File: config.mk
export PLATFORM = sky130hd
export DESIGN_NAME = dly_flush_flat
export DESIGN_NICKNAME = d
export VERILOG_FILES = /design/src/rtl/dly_flush_if.sv /design/src/rtl/dly_flush.sv /design/src/flat_wrapper.sv
export SDC_FILE = /design/constraint.sdc
export NUM_CORES = 1
export LEC_CHECK = 0
export ABC_AREA = 1
export BUFFER_PORTS_ARGS = -buffer_cell sky130_fd_sc_hd__buf_2
export CAP_MARGIN = 5
export CORE_MARGIN = 2
export CORE_UTILIZATION = 48
export DETAILED_ROUTE_END_ITERATION = 10
export GPL_ROUTABILITY_DRIVEN = 0
export MAX_ROUTING_LAYER = met4
export PLACE_DENSITY_LB_ADDON = 0.15
export SLEW_MARGIN = 20
export SYNTH_ARGS = -nofsm -noshare
export SYNTH_HDL_FRONTEND = slang
export SYNTH_SLANG_ARGS = --single-unit
File: constraint.sdc
create_clock -name clk -period 1.4 [get_ports clk]
set_input_delay 0.14 -clock clk [delete_from_list [all_inputs] [get_ports clk]]
set_output_delay 0.14 -clock clk [all_outputs]
set_load 0.01 [all_outputs]
File: src/rtl/dly_flush_if.sv
// Valid/ready (dti) stream bundle shared by the dly_flush input and output sides.
interface dly_flush_if #(
  parameter int W = 16
);
  logic [W-1:0] data;
  logic         valid;
  logic         ready;

  modport master (output data, output valid, input ready);
  modport slave  (input data, input valid, output ready);
endinterface

File: src/rtl/dly_flush.sv
// Forwards a dti stream through one register stage and, after each eot item, injects LEN
// tagged filler items so a downstream delay line drains. Optional DLY_FLUSH_REQ_EN adds flush_req.
module dly_flush #(
  parameter int               LEN   = 5,
  parameter int               W_DIN = 16,
  parameter logic [W_DIN-1:0] FILL  = {W_DIN{1'b0}}
) (
  input  logic        clk,
  input  logic        rst,
`ifdef DLY_FLUSH_REQ_EN
  input  logic        flush_req,
`endif
  dly_flush_if.slave  din,
  dly_flush_if.master dout
);

  typedef enum logic [0:0] {
    ST_PASS  = 1'b0,
    ST_FLUSH = 1'b1
  } state_t;

  localparam logic [7:0]     LAST_CNT  = 8'(LEN - 1);
  // Filler carries the tag bit set and never carries an eot flag.
  localparam logic [W_DIN:0] FILL_ITEM = {1'b1, 1'b0, FILL[W_DIN-2:0]};

  state_t           state_r;
  state_t           state_s;
  logic [7:0]       fill_cnt_r;
  logic [7:0]       fill_cnt_s;
  logic [W_DIN:0]   dout_data_r;
  logic [W_DIN:0]   dout_data_s;
  logic             dout_valid_r;
  logic             dout_valid_s;
  logic             free_s;
  logic             accept_s;
  logic             din_ready_s;
  logic             flush_req_s;

`ifdef DLY_FLUSH_REQ_EN
  assign flush_req_s = flush_req;
`else
  assign flush_req_s = 1'b0;
`endif

  assign free_s     = !dout_valid_r || dout.ready;
  assign din.ready  = din_ready_s;
  assign dout.data  = dout_data_r;
  assign dout.valid = dout_valid_r;

  // Next-state, output-stage load and input handshake decode.
  always_comb begin
    state_s      = state_r;
    fill_cnt_s   = fill_cnt_r;
    dout_data_s  = dout_data_r;
    dout_valid_s = dout_valid_r;
    din_ready_s  = 1'b0;
    accept_s     = 1'b0;
    case (state_r)
      ST_PASS: begin
        din_ready_s = free_s && !rst;
        accept_s    = din.valid && din_ready_s;
        if (accept_s) begin
          dout_data_s  = {1'b0, din.data};
          dout_valid_s = 1'b1;
        end else if (free_s) begin
          dout_valid_s = 1'b0;
        end else begin
          dout_valid_s = dout_valid_r;
        end
        // The accepted item is loaded first; a flush request then behaves like an eot.
        if ((accept_s && din.data[W_DIN-1]) || flush_req_s) begin
          state_s    = ST_FLUSH;
          fill_cnt_s = 8'd0;
        end else begin
          state_s    = ST_PASS;
        end
      end
      ST_FLUSH: begin
        if (free_s) begin
          dout_data_s  = FILL_ITEM;
          dout_valid_s = 1'b1;
          fill_cnt_s   = fill_cnt_r + 8'd1;
          if (fill_cnt_r == LAST_CNT) begin
            state_s = ST_PASS;
          end else begin
            state_s = ST_FLUSH;
          end
        end else begin
          state_s = ST_FLUSH;
        end
      end
      default: begin
        state_s      = ST_PASS;
        fill_cnt_s   = 8'd0;
        dout_valid_s = 1'b0;
      end
    endcase
  end

  // State, fill counter and output register with synchronous reset.
  always_ff @(posedge clk) begin
    if (rst) begin
      state_r      <= ST_PASS;
      fill_cnt_r   <= 8'd0;
      dout_data_r  <= {(W_DIN+1){1'b0}};
      dout_valid_r <= 1'b0;
    end else begin
      state_r      <= state_s;
      fill_cnt_r   <= fill_cnt_s;
      dout_data_r  <= dout_data_s;
      dout_valid_r <= dout_valid_s;
    end
  end

endmodule

File: src/flat_wrapper.sv
// flat-port wrapper written by rule: the top's interface ports become plain ports
module dly_flush_flat 
#(
  parameter int               LEN   = 5,
  parameter int               W_DIN = 16,
  parameter logic [W_DIN-1:0] FILL  = {W_DIN{1'b0}}
)
  (clk, rst, din_data, din_valid, din_ready, dout_data, dout_valid, dout_ready);
  dly_flush_if #(.W(16)) din_i ();
  dly_flush_if #(.W(17)) dout_i ();
  input  logic clk;
  input  logic rst;
  input wire logic [$bits(din_i.data)-1:0] din_data;
  input wire logic [$bits(din_i.valid)-1:0] din_valid;
  output wire logic [$bits(din_i.ready)-1:0] din_ready;
  output wire logic [$bits(dout_i.data)-1:0] dout_data;
  output wire logic [$bits(dout_i.valid)-1:0] dout_valid;
  input wire logic [$bits(dout_i.ready)-1:0] dout_ready;
  assign din_i.data = din_data;
  assign din_i.valid = din_valid;
  assign din_ready = din_i.ready;
  assign dout_data = dout_i.data;
  assign dout_valid = dout_i.valid;
  assign dout_i.ready = dout_ready;
  dly_flush #(.LEN(LEN), .W_DIN(W_DIN), .FILL(FILL)) u_core (.clk(clk), .rst(rst), .din(din_i), .dout(dout_i));
endmodule
==> qor.csv, run 1 <==
metric,value,unit
grt_pass1_wl,4080,µm
syn_nets,184,
cts_buffers,3,
grt_max_degree,24,
cts_tree,yes,
fmax,0.802,GHz
cts_hold_buf,0,
powerDensity,953,nW/µm²
first_global_vias,1002,
cp-end-kind,register,
hold_violations,0,
cp_data_required_time,1.66,ns
slew_headroom,78.2,%
area_growth_syn_to_layout,21.3,%
io_buffer_count,38,
cap_violations,0,
status,finished clean,
cts_sinks,27,
dpl.hpwl,1890,µm
start_util,51.6,%
hold_path_class,input pin to register,
synth_ff_type,dfxtp_1,
start_kind,register,
fin_crit_sh,89.0,%
clk_latency,0.31,ns
clk_path_buf_depth,2,
rsz0062_at_grt,no,
coreArea,2250,µm²
path_class,register to register,
ys_seq_area_share,46.5,%
cp.arrival,1.51,ns
drt_wl_total,2580,µm
pin_count,39,
grt.overflow.total,0,
root_buffer,clkbuf_4,
core.rowCount,17,
drt_iter0_markers,37,
power.leakage,0.630,nW
synth.largest_area_cell,dfxtp_1,
synth-edff-count,0,
finalSetupViolCount,0,
fin_setup_tns,0,ns
hold_ws,0.0523,ns
avgSynthCellArea,7.18,µm²
fin_ws,0.154,ns
worstMarginPinSlew,0.326,ns
fp.dieH,53.2,µm
postCtsSetupBuffers,0,
synth_warnings,0,
layout-drive-gt1-share,24.9,%
synth_top_area_share,46.5,%
synth_seq_cells,27,
viasPerCell,4.98,
diodes,0,
remaining_drc_errors,0,
antenna_found_initial,0,
pre_cts_slack,0.179,ns
fin_util,62.6,%
syn_area,1160,µm²
ir_worst_vdd,580,µV
path_max_fanout,17,
layout_min_cycle_time,1.25,ns
die_x,53.2,µm
finalClockSkew,0.00126,ns
netlist_instances,162,
synth_area_leaders,"dfxtp_1, nand2_1, a21oi_1",
drtPass1Iterations,5,
report.final.slew_viol_count,0,
dieArea,2830,µm²
clk_pin_slew,0.15,ns
yosysUniqueCellTypes,21,
async_flop_share,0,%
grt_use_total,19.7,%
nNetsFinal,224,
h-tree-depth,1,
vias,1140,
drt.antenna.violating_nets,0,
wl_per_cell,11.3,µm
## logic make-up after synthesis
family | synth area share, %
buf+inv | 7.20
flops | 46.5
fa+ha+maj | 2.15
simple gates | 30.6
compound gates | 13.5
## what timing repair did
| item | CTS | global route |
|---|---|---|
| gates resized for setup | 0 | 1 |
| setup endpoints to repair | 0 | 1 |
| endpoints found under the hold margin | 0 | 0 |
## cell type report
type                    count  area [µm²]
flip-flops and latches     27         541
well taps                  28        35.0
inverters                  14        52.6
clock buffers               3        22.5
fillers                   209         843
repair buffers             40         205
clock inverters             1        7.51
multi-input cells         116         548
## synth_stat cells, drive strengths merged (2+ instances only)
cell and n:
nor2 14, buf 3, nor3 2, o21ai 5, nand2 52, nand4 2, nand3 13, dfxtp 27
a21oi 25, inv 14, clkbuf 2, ha 2
## final timing paths
kind                                startpoint                                end  slack (ns)  cells after the start
min reg2reg  u_core.dout.data[12]$_SDFFE_PP0P_  u_core.dout.data[12]$_SDFFE_PP0P_        0.47                      2
min                                din_data[0]   u_core.dout.data[0]$_SDFFE_PP0P_        0.05                      3
max             u_core.dout.valid$_SDFFE_PP0P_   u_core.dout.data[1]$_SDFFE_PP0P_        0.15                      6
max reg2reg     u_core.dout.valid$_SDFFE_PP0P_   u_core.dout.data[1]$_SDFFE_PP0P_        0.15                      6
## placed cells by master, fill, tap and decap left out, types with 2 or more instances in the layout
master,synthesis,layout
inv_1,12,12
clkbuf_4,0,3
a21oi_1,25,25
dfxtp_1,27,27
nor2_1,13,13
buf_2,1,38
buf_4,1,2
nor3_1,2,2
nand2_1,51,51
nand3_1,12,12
o21ai_0,4,4
inv_2,2,2
ha_1,2,2
## layer usage
metal | up-vias | share of wire [%] | track usage [%]
met3 | 4 | 6.4 | 2.54
met4 | 0 | 0.89 | 5.13
met5 | - | 0 | -
met1 | 494 | 45 | 24.8
li1 | 598 | - | -
met2 | 44 | 48 | 33.3
## worst max-delay path, stage by stage, from the launching register on
cell,delay (ns)
dfxtp_1,0.39
nand2_2,0.12
nand2_1,0.15
nand2_1,0.08
inv_2,0.23
nand2_1,0.10
a21oi_1,0.13
## power by group
group	switching, W	internal, W
logic	0.000116	0.0000740
clock network	0.000227	0.000109
registers	0.0000189	0.000800
total	0.000362	0.000983
## registers in the layout, summed over array words and instances, names as in the netlist
name               cells
u_core.fill_cnt_r      8
u_core.dout.data      17
u_core.dout.valid      1
u_core.state_r         1
## per-stage QoR
stage                     cell area, µm²  cells  power, W
after global routing                1410    229   0.00140
after CTS                           1400    229   0.00135
after floorplan                     1160    162  0.000949
after detailed placement            1370    225   0.00102
final                               1410    229   0.00135
after global placement              1370    225   0.00102
No activity file was read; power rests on OpenSTA's default activity.
==> inputs of run 2 (changes only) <==
--- a/config.mk
+++ b/config.mk
@@ -12,6 +12,7 @@
 export CORE_UTILIZATION = 48
 export DETAILED_ROUTE_END_ITERATION = 10
 export GPL_ROUTABILITY_DRIVEN = 0
+export GPL_TIMING_DRIVEN = 0
 export MAX_ROUTING_LAYER = met4
 export PLACE_DENSITY_LB_ADDON = 0.15
 export SLEW_MARGIN = 20
==> constraint.sdc (replaced) <==
create_clock -name clk -period 1.36 [get_ports clk]
set_input_delay 0.136 -clock clk [delete_from_list [all_inputs] [get_ports clk]]
set_output_delay 0.136 -clock clk [all_outputs]
set_load 0.01 [all_outputs]
==> run 2 against run 1 <==
  * Core utilization up 1.3 points
  * Die area unchanged
  * Total power rose by 4.2%
  * Cell count is 1.7% higher
  * Non-clock buffer count grew 4
  * Sequential cell count is the same
  * Combinational power increased by 9%
  * Wire length rose by 0.70%
  * Sequential share of layout area is 0.71 points lower
  * Critical path depth fell by 1
  * Critical path type unchanged
==> qor.csv, run 2 (synthesized netlist as in run 1, its figures left out) <==
metric,value,unit
final_cell_mix,"nand2_1, buf_2, dfxtp_1",
remaining_drc_errors,0,
layout_min_cycle_time,1.25,ns
grt_pass1_wl,4260,µm
fmax,0.797,GHz
cap_violations,0,
root_buffer,clkbuf_4,
fp.dieH,53.2,µm
ir_worst_vdd,788,µV
dpl-instance-area,1390,µm²
cts_sinks,27,
path_max_fanout,10,
critPathCapture,u_core.fill_cnt_r[3]$_SDFFE_PP0P_,
worstMarginPinSlew,0.452,ns
rsz0062_at_grt,no,
finalClockSkew,0.00378,ns
drt.antenna.violating_nets,0,
drtPass1Iterations,4,
fin_crit_sh,92.2,%
hold_violations,0,
reg2reg_slack,0.11,ns
first_global_vias,995,
powerDensity,973,nW/µm²
grt.overflow.total,0,
worstReg2RegEnd,u_core.fill_cnt_r[3]$_SDFFE_PP0P_,
path_class,register to register,
area_growth_syn_to_layout,23.9,%
final_common_cell,nand2_1,
power.leakage,0.648,nW
fin_setup_tns,0,ns
timing.rr.start,u_core.state_r$_SDFF_PP0_,
cts_buffers,3,
drt_wl_total,2600,µm
dpl.hpwl,1880,µm
clk_latency,0.32,ns
drt_iter0_markers,32,
h-tree-depth,1,
wl_per_cell,11.2,µm
cp-end-kind,register,
io_buffer_count,38,
layout-drive-gt1-share,26.3,%
fillers,221,
cp_data_required_time,1.57,ns
clk_pin_slew,0.15,ns
start_util,51.6,%
cp-startpoint,u_core.state_r$_SDFF_PP0_,
reg2reg_depth,5,
slew_headroom,69.9,%
finalInstanceArea,1440,µm²
largest_reg_flops,17,
grt_max_degree,16,
cp.arrival,1.47,ns
pin_count,39,
dieArea,2830,µm²
hold_path_class,input pin to register,
cts_hold_buf,0,
vias,1152,
cts_tree,yes,
hold_ws,0.0393,ns
status,finished clean,
finalSetupViolCount,0,
report.final.slew_viol_count,0,
die_x,53.2,µm
start_kind,register,
nNetsFinal,228,
core.rowCount,17,
coreArea,2250,µm²
placedCellCount,228,
clk_path_buf_depth,2,
diodes,0,
grt_use_total,20.5,%
fin_cells,233,
viasPerCell,4.94,
antenna_found_initial,0,
==> run 2: final cells by class <==
type	instances	area (µm²)	area share, %
Buffer	5	33.8	2.34
Clock buffer	3	22.5	1.56
Clock inverter	1	5.00	0.347
Inverter	14	55.1	3.82
Multi-Input combinational cell	116	551	38.2
Sequential cell	27	542	37.6
Tap cell	28	35.0	2.43
Timing Repair Buffer	39	198	13.7
==> run 2: where the power goes <==
group	switching, W	internal (W)	leakage [nW]
Sequential	0.0000204	0.000824	0.220
Clock	0.000239	0.000110	0.0177
Combinational	0.000122	0.0000861	0.410
Total	0.000382	0.00102	0.648
==> run 2: worst min-delay path by stage <==
stage,start,to,slack (ns),cells after the start
3_5_place_dp,rst,u_core.dout.valid$_SDFFE_PP0P_,0.39,2
4_1_cts,rst,u_core.dout.valid$_SDFFE_PP0P_,0.03,2
3_3_place_gp,rst,u_core.dout.data[4]$_SDFFE_PP0P_,0.38,2
5_1_grt,rst,u_core.dout.valid$_SDFFE_PP0P_,0.03,2
2_1_floorplan,rst,u_core.dout.data[4]$_SDFFE_PP0P_,0.21,1
6_report,rst,u_core.dout.valid$_SDFFE_PP0P_,0.04,2
==> run 2: timing repair <==
item | 4_1_cts | 5_1_grt
endpoints found under the hold margin | 0 | 0
setup buffers | 0 | 1
resized for setup | 0 | 5
endpoints found under the setup margin | 0 | 7
==> run 2: per-layer routing <==
layer,GRT usage (%),vias up,wire [µm]
li1,-,610,-
met5,-,-,0
met2,32.3,27,1240
met1,26.4,513,1230
met3,3.11,2,110
met4,7.69,0,13
==> run 2: critical path, cell delays in order (launching register included) <==
cell	delay [ns]
dfxtp_1	0.51
inv_1	0.17
nand4_4	0.19
nand2_1	0.13
nand2_1	0.09
a21oi_1	0.06
==> run 2: through the flow <==
stage / worst slack (ns) / power (W) / util, %
floorplan: 0.218 / 0.000977 / -
global placement: 0.104 / 0.00105 / 61.6
detailed placement: 0.0930 / 0.00106 / 61.6
CTS: 0.0651 / 0.00140 / 62.8
global route: 0.00415 / 0.00147 / 63.9
finish: 0.106 / 0.00140 / 63.9
==> inputs of run 3 (changes only) <==
--- a/config.mk
+++ b/config.mk
@@ -8,13 +8,13 @@
 export ABC_AREA = 1
 export BUFFER_PORTS_ARGS = -buffer_cell sky130_fd_sc_hd__buf_2
 export CAP_MARGIN = 5
-export CORE_MARGIN = 2
+export CORE_MARGIN = 1.5
 export CORE_UTILIZATION = 48
 export DETAILED_ROUTE_END_ITERATION = 10
 export GPL_ROUTABILITY_DRIVEN = 0
 export GPL_TIMING_DRIVEN = 0
 export MAX_ROUTING_LAYER = met4
-export PLACE_DENSITY_LB_ADDON = 0.15
+export PLACE_DENSITY_LB_ADDON = 0.12
 export SLEW_MARGIN = 20
 export SYNTH_ARGS = -nofsm -noshare
 export SYNTH_HDL_FRONTEND = slang
==> run 3 against run 2 <==
  * Clock skew grew 0.0041 ns
  * Highest routed layer unchanged
  * Via count grew 0.87%
  * Critical path type unchanged
  * Wire length shrank 2.3%
  * Cell count shrank 0.43%
==> qor.csv, run 3 (synthesized netlist as in run 1, its figures left out) <==
metric,value,unit
clk_path_buf_depth,2,
drt_iter0_markers,25,
hold_path_class,input pin to register,
fin_ws,0.0678,ns
fin_crit_sh,95.0,%
cp-end-kind,register,
cp_data_required_time,1.58,ns
pwr-share-comb,14.5,%
pin_count,39,
cts_sinks,27,
die_x,52.2,µm
swShare,26.5,%
internal_power,0.00102,W
whs_path_depth,2,
status,finished clean,
start_kind,register,
cap_violations,0,
coreArea,2250,µm²
rsz0062_at_grt,yes,
dpl.hpwl,1920,µm
reg2reg_depth,6,
fin_setup_tns,0,ns
vias,1162,
viasPerCell,5.01,
grt_max_degree,15,
nNetsFinal,227,
largest_reg_flops,17,
drt_wl_total,2540,µm
start_util,51.6,%
clockPowerShare,24.8,%
netSwitchingPower,0.000368,W
cts_tree,yes,
layout-drive-gt1-share,25.0,%
final_cell_mix,"nand2_1, buf_2, dfxtp_1",
reg2reg_slack,0.07,ns
slew_headroom,70.8,%
drt.antenna.violating_nets,0,
first_global_vias,1041,
cp.arrival,1.51,ns
io_buffer_count,38,
drtPass1Iterations,4,
dpl-instance-area,1390,µm²
worstReg2RegEnd,u_core.fill_cnt_r[0]$_SDFFE_PP0P_,
powerDensity,978,nW/µm²
ir_worst_vdd,604,µV
finalClockSkew,0.00788,ns
hold_end,u_core.dout.data[4]$_SDFFE_PP0P_,
antenna_found_initial,0,
cts_buffers,3,
h-tree-depth,1,
remaining_drc_errors,0,
fin_util,63.0,%
final_common_cell,nand2_1,
grt.overflow.total,0,
grt_pass1_wl,4280,µm
area_growth_syn_to_layout,22.0,%
layout_min_cycle_time,1.29,ns
worstMarginPinSlew,0.437,ns
root_buffer,clkbuf_4,
pre_cts_slack,0.0830,ns
path_max_fanout,10,
timing.rr.start,u_core.dout.valid$_SDFFE_PP0P_,
fp.dieH,52.2,µm
postCtsSetupBuffers,0,
report.final.slew_viol_count,0,
finalInstanceArea,1420,µm²
dieArea,2730,µm²
grt_use_total,21.2,%
wl_per_cell,10.9,µm
diodes,0,
hp-start,rst,
seqPwrFrac,60.7,%
fmax,0.774,GHz
clk_latency,0.32,ns
power.leakage,0.639,nW
clk_pin_slew,0.15,ns
finalSetupViolCount,0,
core.rowCount,17,
hold_violations,0,
path_class,register to register,
fillers,225,
## run 3: changes by cell type in the layout (fill, tap and decap cells not counted), sizes merged
cell / delta
clkinv: -1
## run 3: power by group through the flow
stage                     clock network, W  registers, W  logic (W)
after floorplan                          0      0.000873   0.000104
after global placement                   0      0.000859   0.000194
after detailed placement                 0      0.000861   0.000199
after CTS                         0.000354      0.000844   0.000200
after global routing              0.000375      0.000848   0.000226
final                             0.000344      0.000844   0.000201
## run 3: through the flow
stage	cells	hold WS (ns)	total power, W
after global placement	228	0.379	0.00105
after floorplan	162	0.205	0.000977
after detailed placement	228	0.387	0.00106
after global routing	232	0.0365	0.00145
final	232	0.0362	0.00139
after CTS	232	0.0322	0.00140
## run 3: cell type report
type | count | area, µm² | share of cell area, %
Buffer | 5 | 33.8 | 2.38
Clock buffer | 4 | 26.3 | 1.85
Inverter | 14 | 52.6 | 3.70
Multi-Input combinational cell | 116 | 542 | 38.1
Sequential cell | 27 | 541 | 38.1
Tap cell | 28 | 35.0 | 2.47
Timing Repair Buffer | 38 | 190 | 13.4
## run 3: timing repair
| action | in CTS | in global routing |
|---|---|---|
| setup endpoints to repair | 0 | 4 |
| resized for setup | 0 | 3 |
| hold buffers | 0 | 0 |
## run 3: worst max-delay path by stage
stage / from / endpoint / slack [ns] / cells after the start
global placement: u_core.state_r$_SDFF_PP0_ / u_core.fill_cnt_r[2]$_SDFFE_PP0P_ / 0.1 / 5
global route: u_core.state_r$_SDFF_PP0_ / u_core.fill_cnt_r[3]$_SDFFE_PP0P_ / -0.01 / 5
CTS: u_core.dout.valid$_SDFFE_PP0P_ / u_core.fill_cnt_r[0]$_SDFFE_PP0P_ / 0.003 / 6
finish: u_core.dout.valid$_SDFFE_PP0P_ / u_core.fill_cnt_r[0]$_SDFFE_PP0P_ / 0.07 / 6
detailed placement: u_core.state_r$_SDFF_PP0_ / u_core.fill_cnt_r[3]$_SDFFE_PP0P_ / 0.08 / 5
floorplan: u_core.dout.valid$_SDFFE_PP0P_ / u_core.fill_cnt_r[0]$_SDFFE_PP0P_ / 0.22 / 6
## run 3: metal layers
layer	up-vias	global-route usage, %	wire, µm
met4	0	8.97	48
met5	-	-	0
met2	32	34.6	1230
met3	6	2.57	97
met1	516	26.6	1160
li1	608	-	-
## run 3: worst max-delay path, cell delays in order (launching register included)
cell,delay [ns]
dfxtp_1,0.38
nand2_2,0.11
nand2_1,0.15
buf_4,0.20
inv_1,0.06
o21ai_0,0.21
a21oi_1,0.08
